## config.mk

```make
export PLATFORM = sky130hd
export DESIGN_NAME = addsub_pipe
export DESIGN_NICKNAME = d
export VERILOG_FILES = /design/src/rtl/addsub_pipe.sv
export SDC_FILE = /design/constraint.sdc
export NUM_CORES = 1
export LEC_CHECK = 0
export BUFFER_PORTS_ARGS = -buffer_cell sky130_fd_sc_hd__buf_2
export CAP_MARGIN = 10
export CORE_AREA = 10 10 134 136
export CTS_CLUSTER_DIAMETER = 200
export DETAILED_ROUTE_END_ITERATION = 6
export DIE_AREA = 0 0 144 146
export GPL_TIMING_DRIVEN = 0
export HOLD_SLACK_MARGIN = 0.06
export PLACE_DENSITY = 0.73
export SYNTH_ARGS = -nofsm -noshare
export SYNTH_HDL_FRONTEND = slang
export SYNTH_SLANG_ARGS = --single-unit
export TNS_END_PERCENT = 1
```

## constraint.sdc

```tcl
create_clock -name clk -period 3.43 [get_ports clk]
set_input_delay 0.343 -clock clk [delete_from_list [all_inputs] [get_ports clk]]
set_output_delay 0.343 -clock clk [all_outputs]
set_load 0.01 [all_outputs]
```

## src/rtl/addsub_pipe.sv

```systemverilog
`default_nettype none
// ============================================================================
//  Module      : addsub_pipe
//  Description : Pipelined two's-complement add/subtract unit. The carry
//                chain is cut into STAGES equal slices and one slice is
//                resolved per pipeline stage. Valid/ready handshake on both
//                sides with a global stall. Status flags come from the
//                final stage.
//  Revision    : 1.0 - initial release
// ============================================================================
module addsub_pipe #(
    parameter int WIDTH  = 32,   // operand width, multiple of STAGES
    parameter int STAGES = 4     // pipeline depth / number of carry slices (1..8)
) (
    input  logic             clk,
    input  logic             reset,
    input  logic             in_valid,
    output logic             in_ready,
    input  logic [WIDTH-1:0] a,
    input  logic [WIDTH-1:0] b,
    input  logic             sub,
    output logic             out_valid,
    input  logic             out_ready,
    output logic [WIDTH-1:0] result,
    output logic             carry,
    output logic             overflow,
    output logic             zero,
    output logic             negative
);

    localparam int SLICE = WIDTH / STAGES;
    localparam int LAST  = STAGES - 1;
    // Operands only need to travel up to the stage that adds the top slice,
    // so the last stage keeps just the finished result and flags.
    localparam int NOPS  = (STAGES > 1) ? STAGES - 1 : 1;

    // Per-stage pipeline registers
    logic [STAGES-1:0]            valid_q, valid_d;
    logic [STAGES-1:0]            cy_q,    cy_d;     // carry out of the newest slice
    logic [STAGES-1:0][WIDTH-1:0] sum_q,   sum_d;    // slices resolved so far
    logic [NOPS-1:0][WIDTH-1:0]   opa_q,   opa_d;    // operand A riding along
    logic [NOPS-1:0][WIDTH-1:0]   opb_q,   opb_d;    // operand B, already inverted for sub
    logic                         ovf_q,   ovf_d;
    logic                         zero_q,  zero_d;

    // Inputs seen by each stage: ports for stage 0, previous register otherwise
    logic [STAGES-1:0]            si_v;
    logic [STAGES-1:0]            si_c;
    logic [STAGES-1:0][WIDTH-1:0] si_a;
    logic [STAGES-1:0][WIDTH-1:0] si_b;
    logic [STAGES-1:0][WIDTH-1:0] si_sum;

    logic stall;

    // A result waiting on a busy consumer freezes the whole pipe
    assign stall    = valid_q[LAST] & ~out_ready;
    assign in_ready = ~stall;

    // Route each stage's operands: stage 0 from the ports, stage k from stage k-1
    always_comb begin
        si_v   = '0;
        si_c   = '0;
        si_a   = '0;
        si_b   = '0;
        si_sum = '0;
        si_v[0]   = in_valid;
        si_c[0]   = sub;                 // the +1 of a + ~b + 1
        si_a[0]   = a;
        si_b[0]   = sub ? ~b : b;
        si_sum[0] = '0;
        for (int k = 1; k < STAGES; k++) begin
            si_v[k]   = valid_q[k-1];
            si_c[k]   = cy_q[k-1];
            si_a[k]   = opa_q[k-1];
            si_b[k]   = opb_q[k-1];
            si_sum[k] = sum_q[k-1];
        end
    end

    // Each stage adds its own slice and forwards everything else untouched
    always_comb begin
        logic [SLICE:0]   slice_sum;
        logic [WIDTH-1:0] full;
        slice_sum = '0;
        full      = '0;
        valid_d   = '0;
        cy_d      = '0;
        sum_d     = '0;
        opa_d     = '0;
        opb_d     = '0;
        ovf_d     = 1'b0;
        zero_d    = 1'b0;
        for (int k = 0; k < STAGES; k++) begin
            slice_sum = {1'b0, si_a[k][k*SLICE +: SLICE]}
                      + {1'b0, si_b[k][k*SLICE +: SLICE]}
                      + (SLICE+1)'(si_c[k]);
            sum_d[k]                   = si_sum[k];
            sum_d[k][k*SLICE +: SLICE] = slice_sum[SLICE-1:0];
            cy_d[k]                    = slice_sum[SLICE];
            valid_d[k]                 = si_v[k];
        end
        for (int k = 0; k < LAST; k++) begin
            opa_d[k] = si_a[k];
            opb_d[k] = si_b[k];
        end
        // B is pre-inverted for subtract, so one same-sign test covers both ops
        full   = sum_d[LAST];
        ovf_d  = (si_a[LAST][WIDTH-1] == si_b[LAST][WIDTH-1]) &&
                 (full[WIDTH-1] != si_a[LAST][WIDTH-1]);
        zero_d = ~|full;
    end

    // Pipeline registers: cleared on reset, all held together during a stall
    always_ff @(posedge clk) begin
        if (reset) begin
            valid_q <= '0;
            cy_q    <= '0;
            sum_q   <= '0;
            opa_q   <= '0;
            opb_q   <= '0;
            ovf_q   <= 1'b0;
            zero_q  <= 1'b0;
        end else if (!stall) begin
            valid_q <= valid_d;
            cy_q    <= cy_d;
            sum_q   <= sum_d;
            opa_q   <= opa_d;
            opb_q   <= opb_d;
            ovf_q   <= ovf_d;
            zero_q  <= zero_d;
        end
    end

    assign out_valid = valid_q[LAST];
    assign result    = sum_q[LAST];
    assign carry     = cy_q[LAST];
    assign overflow  = ovf_q;
    assign zero      = zero_q;
    assign negative  = sum_q[LAST][WIDTH-1];

endmodule
`default_nettype wire

```

==> flow_summary.toml <==
[status]
status = "completed"

[power]
power_switching_uw = 1240
power_density_nw_per_um2 = 537
ir_worst_vdd_mv = 0.342
p_int_uw = 3740
leakage_uw = 0.00382
fin_total_pwr_uw = 4980
pwr-share-clk = 0.411
sequentialPowerShare = 0.480
swShare = 0.249
combPwrFrac = 0.108

[worst_setup_path]
crit_path_top_delay_cell = "fa_1"
r2r_start = "cy_q[2]"
cpPeakStageDelay_ps = 570
crit_start = "cy_q[2]"
worstPathMaxFanout = 2
crit_chain = "inv_1 > fa_1 > fa_1 > nor4b_1 > nand4_1 > nor3_1 > nand4_1 > nor3_1 > a21o_1"
end_kind = "register"
worstPathArrival_ps = 3100
path_class = "reg -> reg"
startpoint_type = "register"
cp.required_ps = 3800

[layout]
fill_cells = 1437
drive_above_1_share = 0.130
nets = 1195
area_growth_pct = 17.5
n_antenna_cell = 0
fin_cells = 1296
postLayoutCoreUtil = 0.599

[sta]
fmax_ghz = 0.367
setup_viol = 0
rsz0062_at_grt = "no"
post-route-min-period_ps = 2720
finalMaxSlewViolations = 0
setup_slack_ps = 706
relSlewSlack = 0.527
clock_skew_ps = 11.4
worstMarginPinSlew_ps = 709
setup_tns_ps = 0
hold_viol = 0
min_period_over_period = 0.794

[place]
dp.cells = 1264
place.gp.congestion = 0.847
pre_cts_slack_ps = 656
port_buffers = 104
dp_hpwl_mm = 15.6

[logic_synthesis]
synth_area_um2 = 7890
ys_ff_latch = 186
synth_edf_count = 0
syn_area_per_cell_um2 = 8.15
ys_warn_count = 0
ys_seq_area_frac = 0.472
syn-num-nets = 1072
synth_top_area_cell = "dfxtp_1"
syn_inst = 968
synth_top_area_frac = 0.472
async_flop_share = 0
ys_types = 42
synth-main-ff-cell = "dfxtp_1"
synth_area_leaders = "dfxtp_1, nand2_1, a21oi_1"

[global_routing]
grt_max_degree = 17
overflow = 0
grtUsageTotal = 0.197
first_global_vias = 6603
antenna_found_initial = 0
grt_pass1_wl_mm = 33.3

[min_path]
hp-start = "a[28]"
hp-class = "in -> reg"

[drt]
dr_total_vias = 6864
drt_pass1_iterations = 5
drc = 0
ant_nets = 0
vias_per_cell = 5.30
drt_iter0_drc = 507
totalWireLength_mm = 20.6
wire_per_inst_um = 15.9

[die]
io_pins = 107
rows = 46
die_w_um = 144
die_y_um = 146
fp.dieArea_um2 = 21000
core-area_um2 = 15500
start_util = 0.510

[cts]
ctsResizeCount = 0
h-tree-depth = 4
clockBufferDepth = 2
cts_made_buffers = 17
cts.sinks = 186
clk_pin_slew_ps = 70
clkLatencyLatePin_ps = 430
clockRootBuffer = "clkbuf_16"
cts_tree = "done"
ctsHoldBuffers = 0
post-cts-setup-buffers = 0

[job]
cap_violations = 0
layout by cell type (no fill, tap or decap), drive strengths merged, types with 3 or more instances in the layout:
master   netlist  routed
o31ai          3       3
xnor2         36      36
fa             7       7
a311oi         3       3
inv           17      21
ha            28      28
nor3b          4       4
xor2          14      14
dfxtp        186     186
nor3           9       9
nand2        280     280
a211oi        37      37
or4            4       4
a21o           6       6
o21ai         10      10
nor4           5       5
a21oi        150     150
nor2          55      55
nand3b         7       7
o2111ai        3       3
bufinv         0       3
nor4b          3       3
nand4b         4       4
buf           13     117
clkbuf        55      76
nor2b          7       7
nand3          5       5
critical path: cells and delay by family, from the launching register on:
kind | cells | cell delay (ps)
fa+ha+maj | 2 | 1040
flops | 1 | 310
buf+inv | 1 | 60
compound gates | 1 | 150
simple gates | 5 | 1130
area by class of cell:
type | instances | area (um^2) | share of cell area
clock inverters | 11 | 158 | 0.0170
well taps | 192 | 240 | 0.0259
multi-input cells | 697 | 3840 | 0.414
inverters | 17 | 63.8 | 0.00688
plain buffers | 68 | 265 | 0.0286
repair buffers | 104 | 520 | 0.0561
flip-flops and latches | 186 | 3720 | 0.402
clock buffers | 21 | 460 | 0.0497
routing by layer:
layer / vias to the layer above / part of all wire / track usage
met5: - / 0 / 0
li1: 3490 / - / -
met2: 216 / 0.46 / 0.312
met3: 23 / 0.064 / 0.0366
met1: 3135 / 0.46 / 0.266
met4: 0 / 0.014 / 0.0536
final timing paths:
kind              cells after the start  slack (ps)         to
setup / recovery                      9         710       zero
hold reg to reg                       2         450  result[3]
hold / removal                        3         150  opa_d[60]
setup reg to reg                      9         710       zero
metrics by stage:
| stage | hold slack [ps] | area, um^2 |
|---|---|---|
| floorplan | 432 | 7890 |
| global placement | 436 | 8650 |
| detailed placement | 442 | 8650 |
| CTS | 143 | 9270 |
| global route | 154 | 9270 |
| finish | 149 | 9270 |
state kept, by name, indices dropped and copies added, names as in the netlist:
register	cells
cy_q	4
opa_d	40
opa_q	8
opb_d	40
opb_q	8
overflow	1
result	32
si_sum	48
valid_q	4
zero	1
cell families after synthesis:
logic type      synth area share
fa+ha+maj                 0.0621
flops                      0.472
simple gates               0.206
compound gates             0.162
buf+inv                   0.0417
mux                      0.00127
xor+xnor                  0.0555
synthesized netlist by cell type (all sizes together) (2+ instances only):
master,instances
nand3b,7
nand4b,4
dfxtp,186
ha,28
nand2,280
o21ai,10
a21o,6
nor4b,3
xor2,14
nor2,55
nor4,5
nand3,5
o41ai,2
nand2b,2
o2111ai,3
or3,2
nor3b,4
a211oi,37
or4,4
a21oi,150
a311oi,3
xnor2,36
o21a,2
clkbuf,55
buf,13
nor2b,7
inv,17
nand4,2
fa,7
nor3,9
o31ai,3
power groups by stage:
stage               Combinational (uW)  Sequential (uW)  Clock (uW)
floorplan                          368             2420           0
global placement                   525             2430           0
detailed placement                 533             2440           0
CTS                                540             2390        2070
global route                       609             2410        2170
finish                             540             2390        2050
Note: power is estimated with default switching activity, not from simulation.
